[src/rtl/mc_ctrl_pkg.sv]
// Shared types and encodings for the multicycle RV32I control FSM.
// Build option: MC_CTRL_JAL_EN adds the JAL state and jal opcode decode.
package mc_ctrl_pkg;

  typedef enum logic [3:0] {
    FETCH    = 4'd0,
    DECODE   = 4'd1,
    MEMADR   = 4'd2,
    MEMREAD  = 4'd3,
    MEMWB    = 4'd4,
    MEMWRITE = 4'd5,
    EXECUTER = 4'd6,
    EXECUTEI = 4'd7,
    ALUWB    = 4'd8,
`ifdef MC_CTRL_JAL_EN
    BEQ      = 4'd9,
    JAL      = 4'd10
`else
    BEQ      = 4'd9
`endif
  } state_t;

  localparam logic [6:0] OP_LW  = 7'b0000011;
  localparam logic [6:0] OP_SW  = 7'b0100011;
  localparam logic [6:0] OP_R   = 7'b0110011;
  localparam logic [6:0] OP_I   = 7'b0010011;
  localparam logic [6:0] OP_BEQ = 7'b1100011;
  localparam logic [6:0] OP_JAL = 7'b1101111;

  localparam logic [1:0] RES_ALUOUT    = 2'b00;
  localparam logic [1:0] RES_DATA      = 2'b01;
  localparam logic [1:0] RES_ALURESULT = 2'b10;

  localparam logic [1:0] SRCA_PC    = 2'b00;
  localparam logic [1:0] SRCA_OLDPC = 2'b01;
  localparam logic [1:0] SRCA_RS1   = 2'b10;

  localparam logic [1:0] SRCB_RS2  = 2'b00;
  localparam logic [1:0] SRCB_IMM  = 2'b01;
  localparam logic [1:0] SRCB_FOUR = 2'b10;

  localparam logic [1:0] ALUOP_ADD   = 2'b00;
  localparam logic [1:0] ALUOP_SUB   = 2'b01;
  localparam logic [1:0] ALUOP_FUNCT = 2'b10;

  localparam logic [1:0] IMM_I = 2'b00;
  localparam logic [1:0] IMM_S = 2'b01;
  localparam logic [1:0] IMM_B = 2'b10;
  localparam logic [1:0] IMM_J = 2'b11;

endpackage

[src/rtl/multicycle_ctrl_imm_src_dec.sv]
// Immediate-type decoder: purely a function of the opcode field.
// Build option: MC_CTRL_JAL_EN enables the J-type (11) result for jal.
module imm_src_dec
  import mc_ctrl_pkg::*;
(
  input  logic [6:0] op,
  output logic [1:0] immSrc
);

  // opcode -> immediate format; unknown opcodes default to I-type
  always_comb begin
    immSrc = IMM_I;
    case (op)
      OP_SW:  immSrc = IMM_S;
      OP_BEQ: immSrc = IMM_B;
`ifdef MC_CTRL_JAL_EN
      OP_JAL: immSrc = IMM_J;
`endif
      default: immSrc = IMM_I;
    endcase
  end

endmodule

[src/rtl/multicycle_ctrl.sv]
// Main control FSM of the multicycle RV32I core.
// Build option: MC_CTRL_JAL_EN adds the JAL state and jal decode; without it
// jal is reported as an illegal instruction.
//
// state    | meaning
// ---------+----------------------------------------------
// FETCH    | read instr at PC into IR, PC <= PC + 4
// DECODE   | read regs, branch target -> ALUOut, dispatch
// MEMADR   | rs1 + imm address for lw/sw
// MEMREAD  | read memory at ALUOut
// MEMWB    | write loaded data to rd
// MEMWRITE | write rs2 to memory at ALUOut
// EXECUTER | register-register ALU op
// EXECUTEI | register-immediate ALU op
// ALUWB    | write ALUOut to rd
// BEQ      | compare rs1/rs2, take branch on zero
// JAL      | rd link value (oldPC + 4), PC <= target
module multicycle_ctrl
  import mc_ctrl_pkg::*;
#(
  parameter state_t RESET_STATE = FETCH
) (
  input  logic       clk,
  input  logic       reset,
  input  logic [6:0] op,
  input  logic       zero,
  output logic       pcWrite,
  output logic       adrSrc,
  output logic       memWrite,
  output logic       irWrite,
  output logic [1:0] resultSrc,
  output logic [1:0] aluSrcA,
  output logic [1:0] aluSrcB,
  output logic [1:0] aluOp,
  output logic       regWrite,
  output logic [1:0] immSrc,
  output logic       illegalInstr
);

  state_t state_q;
  state_t state_d;
  logic   pc_update;
  logic   branch;

  imm_src_dec u_imm_src_dec (
    .op     (op),
    .immSrc (immSrc)
  );

  // state register with synchronous reset
  always_ff @(posedge clk) begin
    if (reset) state_q <= RESET_STATE;
    else       state_q <= state_d;
  end

  // next-state and Moore output decode; pcWrite folds in the branch outcome
  always_comb begin
    state_d      = FETCH;
    pc_update    = 1'b0;
    branch       = 1'b0;
    adrSrc       = 1'b0;
    memWrite     = 1'b0;
    irWrite      = 1'b0;
    resultSrc    = RES_ALUOUT;
    aluSrcA      = SRCA_PC;
    aluSrcB      = SRCB_RS2;
    aluOp        = ALUOP_ADD;
    regWrite     = 1'b0;
    illegalInstr = 1'b0;

    case (state_q)
      FETCH: begin
        irWrite   = 1'b1;
        aluSrcA   = SRCA_PC;
        aluSrcB   = SRCB_FOUR;
        resultSrc = RES_ALURESULT;
        pc_update = 1'b1;
        state_d   = DECODE;
      end
      DECODE: begin
        aluSrcA = SRCA_OLDPC;
        aluSrcB = SRCB_IMM;
        case (op)
          OP_LW, OP_SW: state_d = MEMADR;
          OP_R:         state_d = EXECUTER;
          OP_I:         state_d = EXECUTEI;
          OP_BEQ:       state_d = BEQ;
`ifdef MC_CTRL_JAL_EN
          OP_JAL:       state_d = JAL;
`endif
          default: begin
            state_d      = FETCH;
            illegalInstr = 1'b1;
          end
        endcase
      end
      MEMADR: begin
        aluSrcA = SRCA_RS1;
        aluSrcB = SRCB_IMM;
        if (op == OP_LW)      state_d = MEMREAD;
        else if (op == OP_SW) state_d = MEMWRITE;
        else                  state_d = FETCH;
      end
      MEMREAD: begin
        resultSrc = RES_ALUOUT;
        adrSrc    = 1'b1;
        state_d   = MEMWB;
      end
      MEMWB: begin
        resultSrc = RES_DATA;
        regWrite  = 1'b1;
        state_d   = FETCH;
      end
      MEMWRITE: begin
        resultSrc = RES_ALUOUT;
        adrSrc    = 1'b1;
        memWrite  = 1'b1;
        state_d   = FETCH;
      end
      EXECUTER: begin
        aluSrcA = SRCA_RS1;
        aluSrcB = SRCB_RS2;
        aluOp   = ALUOP_FUNCT;
        state_d = ALUWB;
      end
      EXECUTEI: begin
        aluSrcA = SRCA_RS1;
        aluSrcB = SRCB_IMM;
        aluOp   = ALUOP_FUNCT;
        state_d = ALUWB;
      end
      ALUWB: begin
        resultSrc = RES_ALUOUT;
        regWrite  = 1'b1;
        state_d   = FETCH;
      end
      BEQ: begin
        aluSrcA   = SRCA_RS1;
        aluSrcB   = SRCB_RS2;
        aluOp     = ALUOP_SUB;
        resultSrc = RES_ALUOUT;
        branch    = 1'b1;
        state_d   = FETCH;
      end
`ifdef MC_CTRL_JAL_EN
      JAL: begin
        aluSrcA   = SRCA_OLDPC;
        aluSrcB   = SRCB_FOUR;
        aluOp     = ALUOP_ADD;
        resultSrc = RES_ALUOUT;
        pc_update = 1'b1;
        state_d   = ALUWB;
      end
`endif
      default: state_d = FETCH;
    endcase

    pcWrite = pc_update | (branch & zero);
  end

endmodule

[config.mk]
export PLATFORM = sky130hd
export DESIGN_NAME = multicycle_ctrl
export DESIGN_NICKNAME = d
export VERILOG_FILES = /design/src/rtl/mc_ctrl_pkg.sv /design/src/rtl/multicycle_ctrl_imm_src_dec.sv /design/src/rtl/multicycle_ctrl.sv
export SDC_FILE = /design/constraint.sdc
export NUM_CORES = 1
export LEC_CHECK = 0
export BUFFER_PORTS_ARGS = -buffer_cell sky130_fd_sc_hd__buf_4
export CELL_PAD_IN_SITES_DETAIL_PLACEMENT = 1
export CELL_PAD_IN_SITES_GLOBAL_PLACEMENT = 2
export CORE_ASPECT_RATIO = 0.8
export CORE_MARGIN = 1
export CORE_UTILIZATION = 21
export CTS_CLUSTER_SIZE = 14
export DETAILED_ROUTE_END_ITERATION = 8
export HOLD_SLACK_MARGIN = 0.12
export PLACE_DENSITY_LB_ADDON = 0.1
export RECOVER_POWER = 25
export SYNTH_ARGS = -nofsm -noshare
export SYNTH_HDL_FRONTEND = slang
export SYNTH_SLANG_ARGS = --single-unit
[constraint.sdc]
create_clock -name clk -period 1.5 [get_ports clk]
set_input_delay 0.15 -clock clk [delete_from_list [all_inputs] [get_ports clk]]
set_output_delay 0.15 -clock clk [all_outputs]
set_load 0.03 [all_outputs]
==> parameters.txt <==
Parameter                              Value

Outcome
  Status ... complete, no violations

Clock network
  Clk_lat worst skew ... 250 ps
  CTS Buf Count ... 3
  Library cell used as clock root buffer ... sky130_fd_sc_hd__clkbuf_4
  Deepest clock path buffer count ... 2
  CTS tree ... done
  Clock transition at the registers of the reported paths ... ~40 ps
  Number of H-tree branching levels ... 1
  Sinks on the clock net ... 4

Layout
  Highest-count cells in the layout ignoring fill and taps ... sky130_fd_sc_hd__buf_4, sky130_fd_sc_hd__buf_6
  Fillers ... 240
  Ratio of cells with drive above 1 in the final layout ... a little under three fifths
  Layout Cell Area excl Fill ... 816 um^2
  Leading cell type in the layout, fill and taps excluded ... sky130_fd_sc_hd__buf_4
  Synth-to-Final Area Change ... 84.2%
  Largest Register ... state_q
  Number of cells in the finished layout apart from fillers ... 114
  Largest registers ... state_q (4)
  Max FFs per register ... 4
  Area taken by multi-input logic gates ... 367 um^2
  Final nets ... 102
  Count of antenna diodes in the layout ... 0
  Area occupied by registers ... 95.1 um^2

Critical path
  CP Data Required Time ... approximately 1400 ps
  Buffering stage count on the worst path with inverters included ... 2
  Worst-path cell chain ... buf_6 -> nor4_4 -> buf_6
  RR Endpoint ... state_q[1]
  FF-to-FF setup slack ... 290 ps
  Kind of start point of the critical path ... register
  Crit-path slowest cell ... sky130_fd_sc_hd__dfxtp_4
  Slowest cell delay on critical path ... 370 ps
  Biggest fanout along the worst timing path ... 8
  Setup crit end kind ... primary output
  Critical path type ... reg2out
  Critical path's most frequent cell ... sky130_fd_sc_hd__buf_6
  Top cell family by delay on the critical path ... flip-flops
  Depth of the worst register-to-register path ... 3
  Reg2Reg Launch Point ... state_q[1]
  Signal arrival time at the worst endpoint ... 1310 ps

Routing
  Average vias per placed instance ... 4.94
  Routed wire length per instance ... 12.8 um
  Remaining antenna violation count after routing ... 0
  Drt first-iter violations ... 8
  Via count of the routed design ... 563
  DRT Pass-1 Iters ... 2
  Residual DRC ... 0
  Total Routed Length ... 1460 um

Place
  Placed insts ... between 100 and 150
  IO buf count ... 25
  Pre-CTS worst setup slack ... 138 ps
  Placed cell areas ... between 700 and 800 um^2
  Placer Congestion ... 0.704
  DPL Wire Length ... 1040 um

Floorplan
  Site Rows ... 14
  Die outline area ... 0.00230 mm^2
  Die width ... 53.3 um
  Io pins ... 26
  Core box area ... 0.00193 mm^2
  Die Y-Extent ... between 40 and 50 um
  Initial standard-cell utilization of the core ... 23.0%

Synth
  Primary flip-flop cell chosen by synthesis mapping ... sky130_fd_sc_hd__dfxtp_1
  Cell count after synthesis ... 58
  Number of nets produced by synthesis ... 68
  Post-synthesis cell type count ... 29
  Mean instance size in the synthesized netlist ... roughly 7.6 um^2
  EDFF count, synth ... 0
  Sequential share of the synthesized area ... about 18%
  Fraction of synthesis flops using an asynchronous set or reset pin ... 0%
  Number of synthesized register bits ... 4
  Total standard cell area after synthesis ... between 400 and 500 um^2
  Yosys warning count ... 0

Timing
  RSZ-0062 raised after global routing ... yes
  Transition time of the tightest slew-check pin ... 353 ps
  PnR worst setup slack ... 37.9 ps
  Fraction of the cycle the final worst path needs ... 97.5%
  Post-route minimum period ... 1460 ps
  Worst slew margin ... around 76%
  Final setup violation count ... 0
  Clock tree skew after final layout ... 1.91 ps
  Final Hold Vio Count ... 0
  Final count of pins violating max slew ... 0
  Highest clock rate ... 684 MHz

Power
  Cell area power density ... ~510 mW/mm^2
  Leak pwr ... 0.359 nW
  Highest ir drop seen on vdd ... 0.000364 V

Global route
  Pin count of the biggest net entering global routing ... 13
  Number of global-route vias before repair ... 482
  Overflow after GRT ... 0
  Wire length of the first global-routing pass ... 2310 um
  Total Routing Usage GR ... 14.4%
  Initial antenna violation count ... 0

Worst hold path
  Worst Hold End ... state_q[2]
  Worst hold path stage count ... 3
  HP Start ... op[4]
  Hold Crit Class ... in2reg

Job
  Max-capacitance violation count ... 0
## cells by family after synthesis
logic type / Yosys count / synth area share, %
AO/OA/AOI/OAI: 10 / 16.7
XOR/XNOR: 1 / 1.98
buffers and inverters: 9 / 12.7
flip-flops: 4 / 18.1
AND/OR/NAND/NOR: 34 / 50.6
## final cells by class
class                   count  area share [%]
clock buffers               3            2.76
inverters                   2           0.920
multi-input cells          45            44.9
flip-flops and latches      4            11.7
well taps                  24            3.68
repair buffers             36            36.0
## repair_timing
item | 4_1_cts | 5_1_grt
setup buffers | 0 | 2
hold buffers | 2 | 0
pin swaps | 1 | 1
resized for setup | 4 | 13
setup endpoints to repair | 12 | 6
hold endpoints to repair | 2 | 0
## cell usage after synthesis (2+ instances only)
cell	count	area, um^2
sky130_fd_sc_hd__a211oi_1	2	15.0
sky130_fd_sc_hd__a21oi_1	2	10.0
sky130_fd_sc_hd__a31oi_1	2	12.5
sky130_fd_sc_hd__and3_1	4	25.0
sky130_fd_sc_hd__buf_2	3	15.0
sky130_fd_sc_hd__buf_4	3	22.5
sky130_fd_sc_hd__dfxtp_1	4	80.1
sky130_fd_sc_hd__inv_1	2	7.51
sky130_fd_sc_hd__nand2_1	4	15.0
sky130_fd_sc_hd__nand4b_1	2	17.5
sky130_fd_sc_hd__nor2_1	4	15.0
sky130_fd_sc_hd__nor3_1	5	25.0
sky130_fd_sc_hd__nor3b_1	4	30.0
sky130_fd_sc_hd__o211ai_1	2	15.0
## worst min-delay path, cell delays in order
cell and delay (ps):
sky130_fd_sc_hd__buf_4 120, sky130_fd_sc_hd__nand4b_1 80, sky130_fd_sc_hd__a31oi_1 60
## power by group
| part | internal, W | switching, W |
|---|---|---|
| registers | 0.000104 | 0.00000664 |
| logic | 0.0000786 | 0.0000782 |
| clock network | 0.0000903 | 0.0000571 |
| total | 0.000273 | 0.000142 |
## routing by layer
metal	global-route usage, %	share of wire, %	wire length (um)
met1	20.0	52	760
met2	17.8	41	594
met3	4.30	4.2	62
met4	11.1	2.9	42
met5	0	0	0
## worst max-delay path by stage
stage | start | to | slack, ps | cells past startpoint
5_1_grt | state_q[0] | aluSrcB[0] | -30 | 5
3_3_place_gp | state_q[1] | state_q[1] | 150 | 3
2_1_floorplan | state_q[1] | illegalInstr | -90 | 4
3_5_place_dp | state_q[0] | aluSrcA[1] | 140 | 4
6_report | state_q[0] | irWrite | 40 | 3
4_1_cts | state_q[1] | illegalInstr | 0.2 | 4
## stage by stage
stage / setup TNS [ps] / power [W] / hold WS (ps) / util [%]
2_1_floorplan: -93.6 / 0.000202 / 223 / -
3_3_place_gp: 0 / 0.000254 / 330 / 36.9
3_5_place_dp: 0 / 0.000254 / 336 / 36.9
4_1_cts: 0 / 0.000413 / 199 / 39.4
5_1_grt: -137 / 0.000438 / 230 / 42.3
6_report: 0 / 0.000415 / 215 / 42.3
Power figures use the tool's default switching activity.
